<file path="src/rtl/exe_issue.sv">
// exe_issue: execute-stage issue and capture unit sitting in front of the ALU.
// Accepts one decoded packet per in_valid/in_ready handshake, decodes RV32I OP, OP-IMM, LUI and
// AUIPC into registered ALU operands/op, lets the ALU evaluate on the falling edge, and captures
// the result and flags into a writeback packet held until out_ready.
//
// Ports:
//   clk, rst_n                 clock (ALU uses negedge, this block posedge), async active-low reset
//   in_valid / in_ready        upstream handshake; in_ready only in idle
//   instr, rs1_val, rs2_val    instruction word and register operands
//   pc                         instruction address (AUIPC left operand)
//   alu_lhs, alu_rhs, alu_op   registered ALU operands and op code, stable from accept to accept
//   alu_res, alu_flags         ALU result and flags {zero, sign, carry, overflow}
//   out_valid / out_ready      downstream writeback handshake
//   rd_addr, rd_wdata, rd_we   writeback destination, data and enable
//   out_flags, illegal         captured flags and unsupported-instruction marker
module exe_issue (
  input  logic        clk,
  input  logic        rst_n,
  input  logic        in_valid,
  output logic        in_ready,
  input  logic [31:0] instr,
  input  logic [31:0] rs1_val,
  input  logic [31:0] rs2_val,
  input  logic [31:0] pc,
  output logic [31:0] alu_lhs,
  output logic [31:0] alu_rhs,
  output logic [3:0]  alu_op,
  input  logic [31:0] alu_res,
  input  logic [3:0]  alu_flags,
  output logic        out_valid,
  input  logic        out_ready,
  output logic [4:0]  rd_addr,
  output logic [31:0] rd_wdata,
  output logic        rd_we,
  output logic [3:0]  out_flags,
  output logic        illegal
);

  // ALU op encoding shared with the ALU (mirrors the ALU_*_OP definitions).
  localparam logic [3:0] AluAddOp  = 4'd0;
  localparam logic [3:0] AluSubOp  = 4'd1;
  localparam logic [3:0] AluSllOp  = 4'd2;
  localparam logic [3:0] AluSltOp  = 4'd3;
  localparam logic [3:0] AluSltuOp = 4'd4;
  localparam logic [3:0] AluXorOp  = 4'd5;
  localparam logic [3:0] AluSrlOp  = 4'd6;
  localparam logic [3:0] AluSraOp  = 4'd7;
  localparam logic [3:0] AluOrOp   = 4'd8;
  localparam logic [3:0] AluAndOp  = 4'd9;

  localparam logic [6:0] OpcOp    = 7'b0110011;
  localparam logic [6:0] OpcOpImm = 7'b0010011;
  localparam logic [6:0] OpcLui   = 7'b0110111;
  localparam logic [6:0] OpcAuipc = 7'b0010111;

  localparam logic [6:0] F7Base = 7'b0000000;
  localparam logic [6:0] F7Alt  = 7'b0100000;

  typedef enum logic [1:0] {StIdle, StExec, StDone} state_e;

  state_e state_q, state_d;

  logic [31:0] lhs_q, rhs_q;
  logic [3:0]  op_q;
  logic [4:0]  rd_addr_q;
  logic        illegal_q;
  logic [31:0] rd_wdata_q;
  logic [3:0]  flags_q;
  logic        rd_we_q;

  logic [31:0] dec_lhs, dec_rhs;
  logic [3:0]  dec_op;
  logic        dec_illegal;
  logic        accept;

  logic [6:0]  opcode;
  logic [2:0]  funct3;
  logic [6:0]  funct7;
  logic [31:0] imm_i, imm_u;

  assign opcode = instr[6:0];
  assign funct3 = instr[14:12];
  assign funct7 = instr[31:25];
  assign imm_i  = {{20{instr[31]}}, instr[31:20]};
  assign imm_u  = {instr[31:12], 12'b0};

  // funct3 -> op; alt selects SUB/SRA where the encoding allows it.
  function automatic logic [3:0] f3_to_op(input logic [2:0] f3, input logic alt);
    logic [3:0] op;
    case (f3)
      3'b000:  op = alt ? AluSubOp : AluAddOp;
      3'b001:  op = AluSllOp;
      3'b010:  op = AluSltOp;
      3'b011:  op = AluSltuOp;
      3'b100:  op = AluXorOp;
      3'b101:  op = alt ? AluSraOp : AluSrlOp;
      3'b110:  op = AluOrOp;
      default: op = AluAndOp;
    endcase
    return op;
  endfunction

  always_comb begin
    dec_lhs     = '0;
    dec_rhs     = '0;
    dec_op      = AluAddOp;
    dec_illegal = 1'b0;
    case (opcode)
      OpcOp: begin
        dec_lhs = rs1_val;
        dec_rhs = (funct3 == 3'b001 || funct3 == 3'b101) ? {27'b0, rs2_val[4:0]} : rs2_val;
        dec_op  = f3_to_op(funct3, funct7 == F7Alt);
        if (funct7 == F7Alt) begin
          dec_illegal = !(funct3 == 3'b000 || funct3 == 3'b101);
        end else begin
          dec_illegal = (funct7 != F7Base);
        end
      end
      OpcOpImm: begin
        dec_lhs = rs1_val;
        dec_rhs = imm_i;
        // ADDI has no subtract form, so alt only matters for the right shift.
        dec_op  = f3_to_op(funct3, (funct3 == 3'b101) && (funct7 == F7Alt));
        if (funct3 == 3'b001) begin
          dec_rhs     = {27'b0, instr[24:20]};
          dec_illegal = (funct7 != F7Base);
        end else if (funct3 == 3'b101) begin
          dec_rhs     = {27'b0, instr[24:20]};
          dec_illegal = !(funct7 == F7Base || funct7 == F7Alt);
        end
      end
      OpcLui: begin
        dec_lhs = '0;
        dec_rhs = imm_u;
        dec_op  = AluAddOp;
      end
      OpcAuipc: begin
        dec_lhs = pc;
        dec_rhs = imm_u;
        dec_op  = AluAddOp;
      end
      default: dec_illegal = 1'b1;
    endcase
    // Illegal packets still flow through the ALU, but with neutral operands.
    if (dec_illegal) begin
      dec_lhs = '0;
      dec_rhs = '0;
      dec_op  = AluAddOp;
    end
  end

  assign accept = (state_q == StIdle) && in_valid;

  always_comb begin
    state_d = state_q;
    unique case (state_q)
      StIdle:  if (in_valid) state_d = StExec;
      StExec:  state_d = StDone;
      StDone:  if (out_ready) state_d = StIdle;
      default: state_d = StIdle;
    endcase
  end

  always_ff @(posedge clk or negedge rst_n) begin
    if (!rst_n) begin
      state_q    <= StIdle;
      lhs_q      <= '0;
      rhs_q      <= '0;
      op_q       <= AluAddOp;
      rd_addr_q  <= '0;
      illegal_q  <= 1'b0;
      rd_wdata_q <= '0;
      flags_q    <= '0;
      rd_we_q    <= 1'b0;
    end else begin
      state_q <= state_d;
      if (accept) begin
        lhs_q     <= dec_lhs;
        rhs_q     <= dec_rhs;
        op_q      <= dec_op;
        rd_addr_q <= instr[11:7];
        illegal_q <= dec_illegal;
      end
      // ALU has evaluated on the negedge inside EXEC; capture its outputs now.
      if (state_q == StExec) begin
        rd_wdata_q <= illegal_q ? 32'b0 : alu_res;
        flags_q    <= illegal_q ? 4'b0 : alu_flags;
        rd_we_q    <= !illegal_q && (rd_addr_q != 5'd0);
      end
    end
  end

  assign in_ready  = (state_q == StIdle);
  assign out_valid = (state_q == StDone);
  assign alu_lhs   = lhs_q;
  assign alu_rhs   = rhs_q;
  assign alu_op    = op_q;
  assign rd_addr   = rd_addr_q;
  assign rd_wdata  = rd_wdata_q;
  assign rd_we     = rd_we_q;
  assign out_flags = flags_q;
  assign illegal   = illegal_q;

endmodule
</file>
<file path="config.mk">
export PLATFORM = sky130hd
export DESIGN_NAME = exe_issue
export DESIGN_NICKNAME = d
export VERILOG_FILES = /design/src/rtl/exe_issue.sv
export SDC_FILE = /design/constraint.sdc
export NUM_CORES = 1
export LEC_CHECK = 0
export CAP_MARGIN = 20
export CELL_PAD_IN_SITES_DETAIL_PLACEMENT = 0
export CELL_PAD_IN_SITES_GLOBAL_PLACEMENT = 1
export CORE_MARGIN = 2
export CORE_UTILIZATION = 31
export DETAILED_ROUTE_END_ITERATION = 6
export PLACE_DENSITY_LB_ADDON = 0.08
export SLEW_MARGIN = 20
export SYNTH_ARGS = -nofsm -noshare
export SYNTH_HDL_FRONTEND = slang
export SYNTH_SLANG_ARGS = --single-unit
</file>
<file path="constraint.sdc">
create_clock -name clk -period 3.2 [get_ports clk]
set_input_delay 0.8 -clock clk [delete_from_list [all_inputs] [get_ports clk]]
set_output_delay 0.8 -clock clk [all_outputs]
set_load 0.02 [all_outputs]
</file>
==> results of run 1 <==
-- routing by layer --
metal	vias up	wire, um	global-route usage
met5	-	0	0
met2	205	8450	0.313
li1	2473	-	-
met3	25	1630	0.0671
met1	2342	7070	0.234
met4	0	341	0.0718
-- per-stage QoR --
step	area, um2	setup WS, ns	instances	total power [mW]	hold WS (ns)
after global routing	9010	0.548	1074	4.82	0.389
after floorplan	5440	1.06	569	2.10	0.504
after CTS	9010	0.730	1074	4.65	0.372
after global placement	8370	0.278	1041	2.64	0.462
final	9010	0.719	1074	4.59	0.358
after detailed placement	8380	0.309	1042	2.65	0.463
-- power by group through the flow --
| stage | registers [mW] | clock network, mW | logic (mW) |
|---|---|---|---|
| floorplan | 1.70 | 0 | 0.397 |
| global placement | 1.61 | 0 | 1.03 |
| detailed placement | 1.61 | 0 | 1.04 |
| CTS | 1.59 | 2.02 | 1.05 |
| global route | 1.60 | 2.09 | 1.13 |
| finish | 1.59 | 1.97 | 1.03 |
-- state kept, by name, summed over array words and instances (netlist names) --
name       cells
alu_rhs       32
illegal        1
rd_we          1
alu_lhs       32
rd_wdata      32
out_flags      4
alu_op         4
state_q        2
rd_addr        5
-- final cells by class --
| cell class | instances | area (um2) |
|---|---|---|
| fill | 1522 | 8230 |
| inverter | 2 | 7.51 |
| tap | 225 | 282 |
| sequential | 113 | 2830 |
| clock inverter | 9 | 128 |
| clock buffer | 23 | 498 |
| timing repair buffer | 293 | 2920 |
| multi-input combinational | 409 | 2350 |
-- worst max-delay path by stage --
stage                  endpoint  slack, ns  depth (start not counted)
CTS                   out_valid       0.73                          3
finish              alu_rhs[13]       0.72                          7
floorplan               illegal       1.06                          8
detailed placement  alu_rhs[13]       0.31                          7
global placement    alu_rhs[12]       0.28                          5
global route        alu_rhs[14]       0.55                          7
-- worst max-delay path, cell delays in order --
cell and delay (ns):
clkdlybuf4s50_1 0.65, nor2b_4 0.32, nor2_1 0.08, or2_4 0.25, o21ai_4 0.21, buf_4 0.32, o21ai_0 0.13
-- logic make-up (layout without fill, tap and decap cells) --
kind of cell / after synthesis / after routing
simple gates: 227 / 227
flops: 113 / 113
compound gates: 170 / 170
mux: 12 / 12
buf+inv: 47 / 327
-- placed cells by master (no fill, tap or decap), drive strengths merged, types with 11 or more instances in the layout --
cell / Yosys / layout
dfrtp: 113 / 113
mux2i: 11 / 11
a21oi: 35 / 35
a221oi: 18 / 18
clkbuf: 29 / 23
nand2b: 39 / 39
buf: 16 / 15
o21ai: 107 / 107
clkdlybuf4s50: 0 / 278
nand2: 130 / 130
nor2b: 35 / 35
==> metrics.csv, run 1 <==
stage;metric;value;unit
clock_tree;cts_post_setup_buffers_inserted;0;
floorplan;start_util;0.315;
grt;grt_usage;0.192;
route;wirelength;17.5;mm
route;routed-via-count;5045;
timing;fin_crit;2.48;ns
floorplan;dieWidth;136;um
route;drc;0;
power;p_seq_frac;0.346;
synth;netlist_top_cells_area;dfrtp_1 (52%), nand2_1 (9.0%), o21ai_2 (6.4%);
worst_setup_path;worst-r2r-setup-slack;1.37;ns
synth;synth_compound_area_frac;0.202;
floorplan;row_count;48;
synth;ys_warn_count;0;
placed_design;routabilityCongestion;0.805;
timing;period_share;0.775;
synth;async_flop_share;1.00;
run;maxCapViolations;0;
synth;syn-num-nets;737;
clock_tree;cts_root_buffer;clkbuf_16;
clock_tree;clock_latency;0.41;ns
synth;yosysTopAreaCellShare;0.520;
synth;synth-simple-area-share;0.204;
timing;relSlewSlack;0.570;
worst_setup_path;cp_max_fo;16;
timing;worstMarginPinSlew;0.644;ns
worst_setup_path;startpoint;instr[12];
clock_tree;hold_buffers;0;
route;drtIter0Drc;208;
cells_and_area;diodes;0;
route;first_pass_iters;4;
cells_and_area;nets;1004;
synth;synth_ff_type;dfrtp_1;
grt;grt-ovfl-total;0;
clock_tree;htree_levels;4;
clock_tree;cts_resized;0;
cells_and_area;drive_above_1_share;0.112;
timing;fin_setup_tns;0;ns
clock_tree;clockBufferDepth;2;
timing;setup_viol;0;
grt;grt_start_max_net_pins;76;
synth;muxShareOfSynthArea;0.0223;
clock_tree;cts_sinks;113;
cells_and_area;area_growth;65.8;%
worst_setup_path;crit_type;primary input to flop;
clock_tree;cts.clk_slew.worst_paths;0.05;ns
route;antenna_left;0;
power;switching_share;0.278;
worst_setup_path;end_kind;flop;
worst_setup_path;arrival;2.76;ns
clock_tree;cts_tree;yes;
synth;seq_area_frac_synth;0.520;
synth;netlist_instances;569;
grt;grt_pass1_wl;27.2;mm
power;vdd_ir_drop_max;0.000353;V
synth;yosysMostFrequentCell;nand2_1;
worst_setup_path;worstSetupStartpointType;primary input;
hold_path;hp-class;primary input to asynchronous set/reset pin;
worst_setup_path;timing.rr.end;alu_op[0];
synth;yosysTopAreaCell;dfrtp_1;
power;p_comb_frac;0.225;
synth;ys_types;40;
power;net-switching-power;1.28;mW
placed_design;numPortBuffers;280;
floorplan;dieArea;18600;um2
power;p_int;3.32;mW
power;pwr_density_cell;510;nW/um2
worst_setup_path;r2r-start;state_q[0];
grt;antenna_found_initial;0;
clock_tree;cts-buffers-inserted;17;
power;leakage;3.69;nW
route;drt-vias-per-instance;4.70;
floorplan;coreArea;17200;um2
synth;synth_top_family_by_area;simple AND/OR/NAND/NOR gates;
timing;hold_violations;0;
grt;grt_pass1_vias;5059;
synth;synth_edf_count;0;
synth;synth.cell_area;5440;um2
synth;synth_commonest_cells;nand2_1 (130), dfrtp_1 (113), o21ai_0 (66), o21ai_2 (40), nand2b_1 (39);
worst_setup_path;ff2ff_path_depth;5;
timing;rsz0062_at_grt;false;
run_status;outcome;complete, no violations;
synth;avgSynthCellArea;9.55;um2
timing;max_freq;403;MHz
synth;synth-seq-cells;113;
placed_design;post-dp-hpwl;12.8;mm
timing;clock_skew;0.00652;ns
power;p_clk_frac;0.429;
synth;synth_adder_area_share;0;
floorplan;fp.dieH;136;um
floorplan;io_pins;281;
timing;drv_slew;0;
cells_and_area;postLayoutCoreUtil;0.523;
worst_setup_path;worstPathRequired;3.48;ns
synth;synth_xor_xnor_area_share;0;
route;wire_per_inst;16.3;um
No activity file was read; power rests on OpenSTA's default activity.
==> run 2: changes to the inputs <==
--- a/config.mk
+++ b/config.mk
@@ -9,7 +9,7 @@
 export CELL_PAD_IN_SITES_DETAIL_PLACEMENT = 0
 export CELL_PAD_IN_SITES_GLOBAL_PLACEMENT = 1
 export CORE_MARGIN = 2
-export CORE_UTILIZATION = 31
+export CORE_UTILIZATION = 29
 export DETAILED_ROUTE_END_ITERATION = 6
 export PLACE_DENSITY_LB_ADDON = 0.08
 export SLEW_MARGIN = 20
==> constraint.sdc (replaced) <==
create_clock -name clk -period 2.6 [get_ports clk]
set_input_delay 0.65 -clock clk [delete_from_list [all_inputs] [get_ports clk]]
set_output_delay 0.65 -clock clk [all_outputs]
set_load 0.02 [all_outputs]
==> run 2 against run 1 <==
  * Combinational power is 27% higher
  * Hold slack lost 0.13 ns
  * Critical path depth down 4
  * Via count is 1.9% higher
  * Global-route usage down 1.0 points
  * Routed wire length increased by 2.0%
  * Largest cell class unchanged
==> metrics.csv, run 2 (synthesized netlist as in run 1, its figures left out) <==
stage;metric;value;unit;change
route;first_pass_iters;5;;+1
grt;grt_pass1_wl;28.2;mm;+3.5%
clock_tree;clock_latency;0.41;ns;about the same
floorplan;fp.dieH;141;um;+3.3%
grt;antenna_found_initial;0;;unchanged
timing;rsz0062_at_grt;false;;
cells_and_area;final_common_cell;clkdlybuf4s50_1;;
timing;worstMarginPinSlew;0.658;ns;+0.0140 ns
grt;grt_pass1_vias;5327;;+5.3%
timing;setup_viol;0;;unchanged
timing;period_share;0.878;;
cells_and_area;final_cell_mix;clkdlybuf4s50_1 (278), nand2_1 (129), dfrtp_1 (113);;
clock_tree;clockBufferDepth;2;;unchanged
route;drtIter0Drc;250;;+20%
clock_tree;cts.clk_slew.worst_paths;0.05;ns;about the same
grt;grt_usage;0.181;;-0.0105
timing;relSlewSlack;0.559;;-0.0114
clock_tree;cts-buffers-inserted;17;;unchanged
worst_setup_path;ff2ff_path_depth;6;;+1
worst_setup_path;slowest_delay;0.62;ns;-0.03 ns
route;wirelength;17.8;mm;+2.0%
worst_setup_path;crit_chain;nand2b_1 -> inv_1 -> clkdlybuf4s50_1;;
power;vdd_ir_drop_max;0.000409;V;+16%
floorplan;row_count;50;;+4.2%
worst_setup_path;crit_type;flop to output pin;;
floorplan;start_util;0.294;;-0.0218
clock_tree;cts_root_buffer;clkbuf_16;;
timing;clock_skew;0.00894;ns;+0.00242 ns
clock_tree;cts_tree;yes;;
floorplan;coreArea;18500;um2;+7.4%
run_status;outcome;complete, no violations;;
worst_setup_path;arrival;1.63;ns;-1.13 ns
placed_design;place_ws;0.0138;ns;-0.295 ns
grt;grt-ovfl-total;0;;unchanged
worst_setup_path;end_kind;output pin;;
cells_and_area;nets;1017;;+1.3%
cells_and_area;drive_above_1_share;0.125;;+0.0134
floorplan;dieArea;19900;um2;+6.7%
route;drt-vias-per-instance;4.69;;-0.14%
timing;fin_crit;2.28;ns;
placed_design;post-dp-hpwl;13.1;mm;+2.4%
grt;grt_start_max_net_pins;76;;unchanged
cells_and_area;diodes;0;;unchanged
placed_design;routabilityCongestion;0.796;;-1.2%
timing;hold_slack;0.230;ns;-0.128 ns
timing;max_freq;438;MHz;
worst_setup_path;worstSetupStartpointType;flop;;
power;leakage;3.77;nW;+2.2%
worst_setup_path;worstPathRequired;1.95;ns;-1.53 ns
route;wire_per_inst;16.3;um;about the same
route;routed-via-count;5141;;+1.9%
clock_tree;hold_buffers;0;;unchanged
timing;fin_ws;0.318;ns;-0.401 ns
cells_and_area;area_growth;68.4;%;
power;pwr_density_cell;638;nW/um2;+25%
route;antenna_left;0;;unchanged
timing;drv_slew;0;;unchanged
clock_tree;cts_post_setup_buffers_inserted;0;;unchanged
clock_tree;cts_sinks;113;;unchanged
hold_path;hp-class;primary input to asynchronous set/reset pin;;
floorplan;io_pins;281;;unchanged
run;maxCapViolations;0;;unchanged
worst_setup_path;slowest_stage;clkdlybuf4s50_1;;
worst_setup_path;worst-r2r-setup-slack;0.96;ns;-0.41 ns
clock_tree;cts_resized;0;;unchanged
floorplan;dieWidth;141;um;+3.3%
worst_setup_path;cp_max_fo;3;;-13
cells_and_area;postLayoutCoreUtil;0.494;;-0.0284
placed_design;numPortBuffers;280;;unchanged
clock_tree;htree_levels;4;;unchanged
timing;hold_violations;0;;unchanged
route;drc;0;;unchanged
-- run 2: changes by cell type in the layout (fill, tap and decap cells not counted) --
cell / change
nand2b_2: +1
clkinv_2: +2
nand2b_4: -1
clkbuf_8: -2
bufinv_16: +2
buf_4: +12
buf_12: +1
clkinvlp_4: -2
-- run 2: layer usage --
| layer | GRT usage | share of wire | vias to the layer above | wire, um |
|---|---|---|---|---|
| li1 | - | - | 2489 | - |
| met1 | 0.223 | 0.43 | 2415 | 7650 |
| met2 | 0.299 | 0.48 | 218 | 8550 |
| met3 | 0.0656 | 0.077 | 19 | 1370 |
| met4 | 0.0563 | 0.015 | 0 | 271 |
| met5 | 0 | 0 | - | 0 |
-- run 2: critical path: cells and delay by family, from the launching register on --
| kind | cells | cell delay (ns) |
|---|---|---|
| flip-flops | 1 | 0.39 |
| AND/OR/NAND/NOR | 1 | 0.16 |
| buffers and inverters | 2 | 0.68 |
-- run 2: layout make-up --
type                    count  area (um2)
multi-input cells         409        2340
repair buffers            306        3030
fillers                  1712        9360
clock buffers              21         470
well taps                 234         293
flip-flops and latches    113        2830
clock inverters            11         183
inverters                   2        7.51
-- run 2: power breakdown --
part | total (mW) | switching [mW] | internal (mW)
combinational | 1.31 | 0.707 | 0.601
clock | 2.58 | 0.810 | 1.77
sequential | 1.95 | 0.0753 | 1.88
-- run 2: path summary, 6_finish.rpt --
check                            start           end
max in group asynchronous        rst_n   alu_rhs[31]
setup reg to reg            state_q[1]     alu_op[1]
min in group clk           alu_lhs[13]   alu_lhs[13]
hold / removal                   rst_n  out_flags[0]
hold reg to reg            alu_lhs[13]   alu_lhs[13]
setup / recovery            state_q[0]     out_valid
-- run 2: per-stage QoR --
stage                     cell area (um2)  cells  total power [mW]  TNS, ns
after floorplan                      5440    569              2.59        0
after CTS                            9160   1096              5.92        0
after global placement               8490   1063              3.29  -0.0532
after global routing                 9160   1096              6.12        0
after detailed placement             8500   1064              3.31        0
final                                9160   1096              5.84        0
